**config.mk**
```make
export PLATFORM = sky130hd
export DESIGN_NAME = updown_mod_counter
export DESIGN_NICKNAME = d
export VERILOG_FILES = /design/src/rtl/counter_pkg.sv /design/src/rtl/updown_mod_counter.sv
export SDC_FILE = /design/constraint.sdc
export NUM_CORES = 1
export LEC_CHECK = 0
export ABC_AREA = 1
export CAP_MARGIN = 20
export CORE_MARGIN = 1.5
export CORE_UTILIZATION = 46
export CTS_CLUSTER_SIZE = 12
export DETAILED_ROUTE_END_ITERATION = 16
export HOLD_SLACK_MARGIN = 0.12
export PLACE_DENSITY = 0.79
export SYNTH_ARGS = -nofsm -noshare
export SYNTH_HDL_FRONTEND = slang
export SYNTH_SLANG_ARGS = --single-unit
```
**constraint.sdc**
```tcl
create_clock -name clk -period 4.84 [get_ports clk]
set_input_delay 0.484 -clock clk [delete_from_list [all_inputs] [get_ports clk]]
set_output_delay 0.484 -clock clk [all_outputs]
set_load 0.1 [all_outputs]
```
**src/rtl/counter_pkg.sv**
```systemverilog
// ---------------------------------------------------------------------------
// counter_pkg
// Shared types and constants for the up/down modulo counter family. This
// package is also imported by the existing counter bench.
//   cnt_mode_e : CNT_WRAP (0) wraps at range ends, CNT_SAT (1) saturates.
//   DIR_DOWN / DIR_UP : encodings of the dir input.
// ---------------------------------------------------------------------------
package counter_pkg;

  typedef enum logic {
    CNT_WRAP = 1'b0,
    CNT_SAT  = 1'b1
  } cnt_mode_e;

  localparam logic DIR_DOWN = 1'b0;
  localparam logic DIR_UP   = 1'b1;

endpackage : counter_pkg

```
**src/rtl/updown_mod_counter.sv**
```systemverilog
// ---------------------------------------------------------------------------
// updown_mod_counter
// Up/down counter over the runtime range 0..max_value. It can wrap or
// saturate at either end. Overflow and underflow are reported as registered
// one-cycle pulses, as sticky flags, and through a saturating event counter.
// With WIDTH=8, max_value=255, dir=1 and mode=CNT_WRAP it behaves like the
// older 8-bit load/enable counter.
//
// Ports
//   clk, rst_n   clock, asynchronous active-low reset
//   enable       step the count this cycle
//   load         load min(load_value, max_value); has priority over enable
//   load_value   value to load
//   dir          1 = up, 0 = down
//   mode         CNT_WRAP / CNT_SAT
//   max_value    terminal count
//   clr_sticky   clear sticky flags and event counter (a new event wins)
//   count        registered count
//   overflow     1-cycle pulse: up-step attempted at the terminal count
//   underflow    1-cycle pulse: down-step attempted at 0
//   at_max       count >= max_value (combinational)
//   at_zero      count == 0 (combinational)
//   ovf_sticky   set by an overflow event
//   udf_sticky   set by an underflow event
//   evt_count    number of overflow+underflow events, saturating at all-ones
// ---------------------------------------------------------------------------
module updown_mod_counter
  import counter_pkg::*;
#(
  parameter int               WIDTH       = 8,
  parameter int               EVT_W       = 4,
  parameter logic [WIDTH-1:0] RESET_VALUE = '0
) (
  input  logic             clk,
  input  logic             rst_n,
  input  logic             enable,
  input  logic             load,
  input  logic [WIDTH-1:0] load_value,
  input  logic             dir,
  input  cnt_mode_e        mode,
  input  logic [WIDTH-1:0] max_value,
  input  logic             clr_sticky,
  output logic [WIDTH-1:0] count,
  output logic             overflow,
  output logic             underflow,
  output logic             at_max,
  output logic             at_zero,
  output logic             ovf_sticky,
  output logic             udf_sticky,
  output logic [EVT_W-1:0] evt_count
);

  logic [WIDTH-1:0] count_nxt;
  logic             ovf_evt;
  logic             udf_evt;
  logic             any_evt;
  logic [EVT_W-1:0] evt_count_nxt;

  assign at_max  = (count >= max_value);
  assign at_zero = (count == '0);
  assign any_evt = ovf_evt | udf_evt;

  // Next-state decode: load > enable > hold.
  always_comb begin
    // NOTE: every signal gets a default before any branch so that no path
    // leaves it unassigned, which would otherwise infer a latch.
    count_nxt = count;
    ovf_evt   = 1'b0;
    udf_evt   = 1'b0;

    if (load) begin
      count_nxt = (load_value > max_value) ? max_value : load_value;
    end else if (enable) begin
      if (dir == DIR_UP) begin
        if (count < max_value) begin
          count_nxt = count + 1'b1;
        end else begin
          // Also covers count above a lowered max_value: an up-step there
          // is an overflow, and the count returns into range.
          ovf_evt   = 1'b1;
          count_nxt = (mode == CNT_WRAP) ? '0 : max_value;
        end
      end else begin
        if (count == '0) begin
          udf_evt   = 1'b1;
          count_nxt = (mode == CNT_WRAP) ? max_value : '0;
        end else begin
          // Above a lowered max_value the count walks down without a clamp.
          count_nxt = count - 1'b1;
        end
      end
    end
  end

  // Event counter: a clear restarts the count, and an event in the same
  // cycle is still counted.
  always_comb begin
    evt_count_nxt = evt_count;
    if (clr_sticky) begin
      evt_count_nxt = any_evt ? EVT_W'(1) : '0;
    end else if (any_evt && (evt_count != '1)) begin
      evt_count_nxt = evt_count + 1'b1;
    end
  end

  // NOTE: state registers use non-blocking assignments only, so every flop
  // samples the values from before this edge regardless of statement order.
  always_ff @(posedge clk or negedge rst_n) begin
    if (!rst_n) begin
      count      <= RESET_VALUE;
      overflow   <= 1'b0;
      underflow  <= 1'b0;
      ovf_sticky <= 1'b0;
      udf_sticky <= 1'b0;
      evt_count  <= '0;
    end else begin
      count      <= count_nxt;
      overflow   <= ovf_evt;
      underflow  <= udf_evt;
      ovf_sticky <= ovf_evt | (ovf_sticky & ~clr_sticky);
      udf_sticky <= udf_evt | (udf_sticky & ~clr_sticky);
      evt_count  <= evt_count_nxt;
    end
  end

endmodule : updown_mod_counter

```
* Word-level counts from Yosys, hierarchy flattened
Cells that the tools add are included.
Word-level totals: output and inout bits 18, register bits 16, input port bits 23, logic and storage cells 42
Cells by class: reduce and logical (&&, ||, !) cells 4, eq/ne operators 1, bitwise logic cells 6, magnitude comparators 3, add/subtract/negate cells 3, muxes and demuxes 19
Operators with widths (number):
- $mux W8 | 8
- $mux W1 | 9
- $add A8 B1 Y8 const B | 1
- $ge A8 B8 Y1 | 1
- $gt A8 B8 Y1 | 1
- $logic_not A8 Y1 | 1
- $lt A8 B8 Y1 | 1
- $mux W4 | 2
- $sub A8 B1 Y8 const B | 1
- $add A4 B1 Y4 const B | 1
- $ne A4 B4 Y1 const B | 1
- $reduce_bool A2 Y1 | 2
- $or A1 B1 Y1 | 3
- $and A1 B1 Y1 | 2
- $logic_and A1 B1 Y1 | 1
- $not A1 Y1 | 1

* Longest topological paths before layout
Gate-level depths: netlist (run 1).
depth after elaboration 9, gate-level depth with buffers 16, mapped depth without buffers 16

* Least setup slack after synthesis (run 1)
OpenSTA, ideal clock, no wires.
path kind register to output, from register count[5], to output port at_max, slack 1753 ps, buffers on the path 0, cell stages (with the launch flop) 6, data arrival time 2603 ps, data required time 4356 ps, cells stage by stage dfrtp_1 -> ha_1 -> a21oi_1 -> nor2_1 -> nor2_4 -> nand3_1
Between the ends: cells in the longest elaborated chain, start to end 1
RTL lines:
- start: declaration | RTL line updown_mod_counter.sv:43 | output logic [WIDTH-1:0] count,
- start signal: assignment | RTL line updown_mod_counter.sv:117 | count <= count_nxt;
- $ge A8 B8 Y1 | RTL line updown_mod_counter.sv:59 | assign at_max = (count >= max_value);
- end: declaration | RTL line updown_mod_counter.sv:46 | output logic at_max,
Every way passes these cells.

* Worst setup path in the final report (run 1)
from input port max_value[7], to output port at_max
Between the ends: cells in the longest elaborated chain, start to end 1
RTL lines:
- start: declaration | RTL line updown_mod_counter.sv:41 | input logic [WIDTH-1:0] max_value,
- $ge A8 B8 Y1 | RTL line updown_mod_counter.sv:59
Every way passes these cells.

==> results.sh, run 1 <==
export IMPL_wl_per_cell_um=13.3
export IMPL_ys_types=30
export IMPL_finalNonFillerCells=410
export IMPL_antenna_left=0
export IMPL_root_buffer="clkbuf_8"
export IMPL_cts_setup_buffers=0
export IMPL_crit_required_ns=4.36
export IMPL_postSynthCellCount=322
export IMPL_synth_seq_cells=16
export IMPL_worst_ep_arrival_time_ns=3.10
export IMPL_ys_seq_area_share_pct=20.0
export IMPL_rr_worst_depth=11
export IMPL_max_freq_mhz=279
export IMPL_hold_end="ovf_sticky"
export IMPL_dp_cells=406
export IMPL_power_density_nw_per_um2=331
export IMPL_initial_core_util_pct=48.9
export IMPL_finalCriticalPeriod_ns=3.59
export IMPL_grt_setup_unrepaired="no"
export IMPL_post_cts_resized=0
export IMPL_slew_headroom_pct=34.3
export IMPL_syn_area_um2=2000
export IMPL_peakVddDrop_mv=0.316
export IMPL_hold_viol_final=0
export IMPL_worstPathCellList="clkdlybuf4s50_1, inv_1, ha_1, nand2_1, nor2_1, nand2_2, nand3_1, clkdlybuf4s50_1"
export IMPL_route_vias_total=2181
export IMPL_slew_viol_final=0
export IMPL_rrSetupSlack_ns=2.68
export IMPL_clock_sinks=16
export IMPL_postCtsHoldBufs=0
export IMPL_synthTopCellsByArea="nand2_1, dfrtp_1, nand3_1"
export IMPL_fin_tns_setup_ns=0
export IMPL_hold_depth=2
export IMPL_num_io_pins=41
export IMPL_netlist_area_leader_share_pct=23.3
export IMPL_vias_per_cell=5.32
export IMPL_path_clk_slew_ns=0.06
export IMPL_portBuffers=40
export IMPL_synth_top_area_cell="nand2_1"
export IMPL_cp_max_fo=10
export IMPL_numCtsBuffers=3
export IMPL_die_w_um=68.9
export IMPL_grt_remaining_overflow=0
export IMPL_fillers=399
export IMPL_die_area_um2=4750
export IMPL_drive_gt1_share_pct=6.67
export IMPL_first_pass_iters=5
export IMPL_total_power_uw=811
export IMPL_synth_avg_cell_area_um2=6.21
export IMPL_critPathKind="in2out"
export IMPL_worstSetupStartpointType="input pin"
export IMPL_slowest_stage="clkdlybuf4s50_1"
export IMPL_setup_worst_path_end_class="output pin"
export IMPL_yosysMostFrequentCell="nand2_1"
export IMPL_max_cap_violations=0
export IMPL_antennaDiodeCount=0
export IMPL_setup_viol=0
export IMPL_async_reset_ff_share_pct=100
export IMPL_setup_ws_ns=1.25
export IMPL_r2r_end="evt_count[0]"
export IMPL_min_path_type="reg2reg"
export IMPL_drt_total_wl_mm=5.44
export IMPL_synth_edf_count=0
export IMPL_pre_cts_ws_ns=1.27
export IMPL_drtIter0Drc=138
export IMPL_htreeDepth=1
export IMPL_worstMarginPinSlew_ns=0.983
export IMPL_fin_crit_sh_pct=74.1
export IMPL_min_delay_start="ovf_sticky"
export IMPL_drc_errors=0
export IMPL_dp_hpwl_mm=4.23
export IMPL_timing_critical_path_mode_cell="clkdlybuf4s50_1"
export IMPL_grt_pass1_wl_mm=8.78
export IMPL_rr_startpoint="count[5]"
export IMPL_synth_commonest_cells="nand2_1, nand3_1, inv_1"
export IMPL_synthFlopType="dfrtp_1"
export IMPL_grt_pass1_vias=1962
export IMPL_status="finished, final reports clean"
export IMPL_synth_nets=365
export IMPL_cpPeakStageDelay_ns=1.13
export IMPL_yosysWarnings=0
export IMPL_cts_buffer_depth=2
export IMPL_fin_worst_skew_ns=0.00236
export IMPL_grt_use_total_pct=24.7
export IMPL_die_h_um=68.9
export IMPL_syn_to_final_growth_pct=22.5
export IMPL_num_rows=23
export IMPL_fp_coreArea_um2=4090
export IMPL_antenna_found_initial=0
export IMPL_leakagePower_nw=1.34
export IMPL_cts_tree="built"
export IMPL_gp_congestion=0.956
export IMPL_grt_max_degree=17
export IMPL_clk_latency_ns=0.25
export IMPL_fin_nets=404
==> worst max path at each step <==
| stage | from | end | slack (ns) |
|---|---|---|---|
| final | max_value[7] | at_max | 1.25 |
| after global routing | max_value[7] | at_max | 1.16 |
| after CTS | max_value[7] | at_max | 1.26 |
| after detailed placement | max_value[7] | at_max | 1.27 |
| after global placement | max_value[7] | at_max | 1.29 |
| after floorplan | count[5] | at_max | 1.75 |
==> through the flow <==
step / hold slack [ns] / instance area, um2 / util, %
finish: 0.490 / 2450 / 59.9
global route: 0.511 / 2450 / 59.9
CTS: 0.491 / 2450 / 59.9
detailed placement: 0.476 / 2390 / 58.6
global placement: 0.468 / 2390 / 58.6
floorplan: 0.188 / 2000 / -
==> worst max-delay path, delay by kind of cell <==
kind	cells	cell delay, ns
adder cells (fa/ha/maj)	1	0.30
AND/OR/NAND/NOR	4	0.57
buffers and inverters	3	1.74
==> final cells by class <==
cell class              count  area, um2  share of cell area, %
multi-input cells         257       1370                   55.8
repair buffers             40        400                   16.4
inverters                  43        164                   6.69
well taps                  50       62.6                   2.55
clock buffers               4       55.1                   2.25
flip-flops and latches     16        400                   16.4
==> where the power goes <==
part	internal, mW	switching, mW	total, mW
clock network	0.0721	0.0441	0.116
registers	0.152	0.0425	0.194
logic	0.151	0.350	0.501
total	0.375	0.437	0.811
==> flip-flops by register name, indices dropped and copies added (netlist names) <==
name and flops:
count 8, evt_count 4, overflow 1, ovf_sticky 1, udf_sticky 1, underflow 1
==> cell usage in the layout, fill, tap and decap left out, types with 3 or more instances in the layout <==
master / n
nand2_1: 124
nand3_1: 55
clkdlybuf4s50_1: 40
inv_1: 39
ha_1: 20
dfrtp_1: 16
nor2_1: 14
a21oi_1: 7
nand2_2: 4
nand4_1: 4
o21ai_0: 4
xor2_1: 4
clkbuf_8: 4
nor2_2: 3
o21ai_2: 3
o211ai_1: 3
==> per-layer routing <==
metal / vias up / GRT usage [%] / share of wire [%]
met4: 0 / 3.43 / 0
met1: 991 / 33.7 / 46
met5: - / 0 / 0
met2: 75 / 42.2 / 49
met3: 0 / 3.73 / 5.8
li1: 1115 / - / -
==> cells by family after synthesis <==
family	after synthesis	share of synthesized area, %
compound gates	20	6.39
xor+xnor	6	2.63
fa+ha+maj	20	12.5
buf+inv	49	11.6
flops	16	20.0
simple gates	211	46.8
Power figures use the tool's default switching activity.
==> inputs of run 2 (changes only) <==
- PLACE_DENSITY: 0.79 -> 0.82
- clock period: 4.84 -> 3.2 ns (I/O delays scaled with it)
==> run 2 against run 1 <==
Net effect: die area stayed put; largest cell class unchanged; wire length up 3.7%; setup slack lost 0.55 ns; non-clock buffer count up 1; final area is 0.10% higher; cell count rose by 0.24%; sequential share of layout area is essentially flat.
==> results.sh, run 2 (synthesized netlist as in run 1, its figures left out) <==
export IMPL_first_pass_iters=5
export IMPL_die_area_um2=4750
export IMPL_crit_required_ns=2.88
export IMPL_min_path_type="in2async"
export IMPL_gp_congestion=0.895
export IMPL_clk_latency_ns=0.25
export IMPL_cts_tree="built"
export IMPL_die_h_um=68.9
export IMPL_leakagePower_nw=1.36
export IMPL_max_cap_violations=0
export IMPL_postCtsHoldBufs=0
export IMPL_grt_remaining_overflow=0
export IMPL_grtUsageMet3_pct=4.22
export IMPL_rr_startpoint="count[5]"
export IMPL_numCtsBuffers=3
export IMPL_worstPathCellList="clkdlybuf4s50_1, inv_1, ha_1, a21oi_1, nor2_1, nor2_4, nand3_1, buf_12"
export IMPL_grt_max_degree=17
export IMPL_post_cts_resized=0
export IMPL_setup_worst_path_end_class="output pin"
export IMPL_finalCriticalPeriod_ns=2.49
export IMPL_grt_setup_unrepaired="no"
export IMPL_grt_pass1_vias=1994
export IMPL_grt_use_total_pct=25.0
export IMPL_pre_cts_ws_ns=0.558
export IMPL_drive_gt1_share_pct=8.86
export IMPL_hold_viol_final=0
export IMPL_fin_worst_skew_ns=0.00244
export IMPL_fp_coreArea_um2=4090
export IMPL_worstSetupStartpointType="input pin"
export IMPL_portBuffers=40
export IMPL_layout_commonest_cell="nand2_1"
export IMPL_r2r_end="evt_count[1]"
export IMPL_drt_total_wl_mm=5.64
export IMPL_top_register="count"
export IMPL_drtIter0Drc=168
export IMPL_htreeDepth=1
export IMPL_layout_common_cells="nand2_1, nand3_1, inv_1"
export IMPL_critPathKind="in2out"
export IMPL_cts_buffer_depth=2
export IMPL_worstMarginPinSlew_ns=0.983
export IMPL_status="finished, final reports clean"
export IMPL_cp_max_fo=10
export IMPL_largest_register_ffs=8
export IMPL_vias_per_cell=5.43
export IMPL_num_rows=23
export IMPL_peakVddDrop_mv=0.380
export IMPL_num_io_pins=41
export IMPL_grt_met2_usage_pct=44.4
export IMPL_cpPeakStageDelay_ns=0.51
export IMPL_die_w_um=68.9
export IMPL_rr_worst_depth=11
export IMPL_slew_headroom_pct=34.3
export IMPL_setup_viol=0
export IMPL_clock_sinks=16
export IMPL_worst_ep_arrival_time_ns=2.17
export IMPL_setup_ws_ns=0.706
export IMPL_max_freq_mhz=401
export IMPL_root_buffer="clkbuf_8"
export IMPL_dp_hpwl_mm=4.30
export IMPL_seqCellArea_um2=400
export IMPL_grt_busiest_layer="met2"
export IMPL_antenna_found_initial=0
export IMPL_slew_viol_final=0
export IMPL_route_vias_total=2230
export IMPL_hold_ws_ns=0.500
export IMPL_multi_input_area_um2=1370
export IMPL_slowest_stage="clkdlybuf4s50_1"
export IMPL_fin_util_pct=60.0
export IMPL_rrSetupSlack_ns=0.95
export IMPL_fillers=406
export IMPL_antenna_left=0
export IMPL_drc_errors=0
export IMPL_largestRegisters="count: 8 flops, evt_count: 4 flops"
export IMPL_fin_nets=405
export IMPL_antennaDiodeCount=0
export IMPL_cts_setup_buffers=0
export IMPL_grt_pass1_wl_mm=8.85
export IMPL_fin_tns_setup_ns=0
export IMPL_path_clk_slew_ns=0.06
export IMPL_met1_usage_pct=32.2
export IMPL_fin_crit_sh_pct=77.9
export IMPL_wl_per_cell_um=13.7
export IMPL_initial_core_util_pct=48.9
export IMPL_power_density_nw_per_um2=507
export IMPL_syn_to_final_growth_pct=22.7
run 2: worst max-delay path: cells and delay by family:
family          cells  cell delay [ns]
compound gates      1             0.16
fa+ha+maj           1             0.33
simple gates        3             0.55
buf+inv             3             0.81
run 2: how the worst max path moves through the flow:
stage	from	endpoint	slack, ns	depth (start not counted)
after global placement	max_value[5]	evt_count[1]	0.60	13
final	max_value[5]	at_max	0.71	8
after global routing	max_value[5]	at_max	0.64	8
after CTS	max_value[7]	at_max	0.72	7
after floorplan	count[5]	at_max	0.28	5
after detailed placement	max_value[7]	evt_count[1]	0.56	13
run 2: per-layer routing:
| metal | vias up | wire [um] | share of wire (%) |
|---|---|---|---|
| li1 | 1116 | - | - |
| met1 | 1036 | 2470 | 44 |
| met2 | 73 | 2790 | 49 |
| met3 | 5 | 356 | 6.3 |
| met4 | 0 | 24 | 0.43 |
| met5 | - | 0 | 0 |
run 2: per-stage QoR:
step                total power [mW]  instances  cell area, um2
global placement                1.05        407            2400
detailed placement              1.06        407            2400
floorplan                      0.868        322            2000
finish                          1.24        411            2450
CTS                             1.24        411            2450
global route                    1.33        411            2450
run 2: layout make-up:
type | count | area share (%)
clock buffer | 4 | 2.25
inverter | 43 | 6.69
multi-input combinational | 257 | 55.7
sequential | 16 | 16.3
tap | 50 | 2.55
timing repair buffer | 41 | 16.4
run 2: where the power goes:
group	internal, mW	switching [mW]
Combinational	0.232	0.533
Sequential	0.230	0.0660
Clock	0.109	0.0717
Total	0.571	0.671
==> inputs of run 3 (changes only) <==
- PLACE_DENSITY: 0.82 -> 0.79
- clock period: 3.2 -> 2.34 ns (I/O delays scaled with it)
==> run 3 against run 2 <==
Net effect: wire length is 5.3% lower; sequential share of layout area shrank 0.13 points; critical endpoint unchanged; total power up 40%; largest power group unchanged.
==> results.sh, run 3 (synthesized netlist as in run 1, its figures left out) <==
export IMPL_cts_setup_buffers=0
export IMPL_grt_pass1_vias=1906
export IMPL_portBuffers=40
export IMPL_worstMarginPinSlew_ns=0.694
export IMPL_syn_to_final_growth_pct=26.4
export IMPL_fin_nets=415
export IMPL_htreeDepth=1
export IMPL_leakagePower_nw=1.42
export IMPL_numCtsBuffers=3
export IMPL_die_area_um2=4750
export IMPL_path_clk_slew_ns=0.06
export IMPL_worstSetupStartpointType="input pin"
export IMPL_min_path_type="in2async"
export IMPL_crit_path_start="max_value[7]"
export IMPL_grt_setup_unrepaired="no"
export IMPL_dp_hpwl_mm=4.29
export IMPL_vias_per_cell=5.23
export IMPL_dp_cells=417
export IMPL_cp_max_fo=6
export IMPL_fin_tns_setup_ns=0
export IMPL_route_vias_total=2203
export IMPL_setup_viol=0
export IMPL_num_rows=23
export IMPL_root_buffer="clkbuf_8"
export IMPL_hold_ws_ns=0.401
export IMPL_peakVddDrop_mv=0.386
export IMPL_top_register="count"
export IMPL_initial_core_util_pct=48.9
export IMPL_finalCriticalPeriod_ns=2.26
export IMPL_clock_sinks=16
export IMPL_crit_required_ns=2.11
export IMPL_drt_total_wl_mm=5.34
export IMPL_cts_buffer_depth=2
export IMPL_power_density_nw_per_um2=689
export IMPL_wl_per_cell_um=12.7
export IMPL_total_power_mw=1.74
export IMPL_grt_max_degree=17
export IMPL_layout_common_cells="nand2_1, nand3_1, inv_1"
export IMPL_slew_viol_final=0
export IMPL_num_io_pins=41
export IMPL_worstSetupEndpoint="at_max"
export IMPL_max_freq_mhz=442
export IMPL_max_cap_violations=0
export IMPL_fin_worst_skew_ns=0.000518
export IMPL_antennaDiodeCount=0
export IMPL_multi_input_area_um2=1370
export IMPL_dpl_cell_area_um2=2470
export IMPL_seqCellArea_um2=409
export IMPL_setup_worst_path_end_class="output pin"
export IMPL_first_pass_iters=4
export IMPL_die_w_um=68.9
export IMPL_antenna_left=0
export IMPL_rr_startpoint="count[0]"
export IMPL_setup_ws_ns=0.0785
export IMPL_gp_congestion=0.986
export IMPL_final_area_um2=2520
export IMPL_finalNonFillerCells=421
export IMPL_status="finished, final reports clean"
export IMPL_grt_remaining_overflow=0
export IMPL_worst_ep_arrival_time_ns=2.03
export IMPL_slew_headroom_pct=53.6
export IMPL_die_h_um=68.9
export IMPL_pre_cts_ws_ns=0.0360
export IMPL_grt_use_total_pct=25.0
export IMPL_rr_worst_depth=15
export IMPL_critPathKind="in2out"
export IMPL_cts_tree="built"
export IMPL_drive_gt1_share_pct=16.4
export IMPL_clk_latency_ns=0.25
export IMPL_postCtsHoldBufs=0
export IMPL_fin_util_pct=61.8
export IMPL_rrSetupSlack_ns=0.36
export IMPL_drc_errors=0
export IMPL_r2r_end="evt_count[1]"
export IMPL_post_cts_resized=0
export IMPL_layout_commonest_cell="nand2_1"
export IMPL_largest_register_ffs=8
export IMPL_fillers=384
export IMPL_drtIter0Drc=176
export IMPL_antenna_found_initial=0
export IMPL_hold_viol_final=0
export IMPL_fin_crit_sh_pct=96.6
export IMPL_grt_pass1_wl_mm=8.91
export IMPL_largestRegisters="count: 8 flops, evt_count: 4 flops"
export IMPL_fp_coreArea_um2=4090
-- run 3: cell count changes in the layout (fill, tap and decap cells not counted), sizes merged --
| cell | change |
|---|---|
| buf | +21 |
| clkdlybuf4s50 | -11 |
-- run 3: cell type report --
cell class	count	area share (%)
Tap cell	50	2.48
Inverter	43	6.49
Sequential cell	16	16.2
Timing Repair Buffer	51	18.3
Clock buffer	4	2.18
Multi-Input combinational cell	257	54.3
-- run 3: metal layers --
layer | wire [um] | GRT usage, % | vias to the layer above
met5 | 0 | 0 | -
met3 | 389 | 3.73 | 7
li1 | - | - | 1138
met1 | 2430 | 35.9 | 971
met2 | 2460 | 39.4 | 87
met4 | 68 | 5.88 | 0
-- run 3: worst min-delay path by stage --
stage	from	to	slack (ns)	depth (start not counted)
finish	rst_n	overflow	0.40	1
global route	rst_n	overflow	0.47	1
CTS	rst_n	evt_count[1]	0.43	1
detailed placement	udf_sticky	udf_sticky	0.48	2
global placement	udf_sticky	udf_sticky	0.48	2
floorplan	rst_n	count[0]	-0.06	0
-- run 3: critical path, cell delays in order --
cell             delay, ns
clkdlybuf4s50_1       0.53
inv_1                 0.11
ha_1                  0.32
a21o_1                0.21
nor2_4                0.16
buf_4                 0.17
nand3_2               0.11
buf_12                0.18
-- run 3: report_power, final --
group	switching [mW]	total [mW]	leakage (nW)	internal [mW]
Combinational	0.758	1.10	1.20	0.341
Clock	0.0962	0.246	0.0288	0.149
Sequential	0.0739	0.394	0.198	0.320
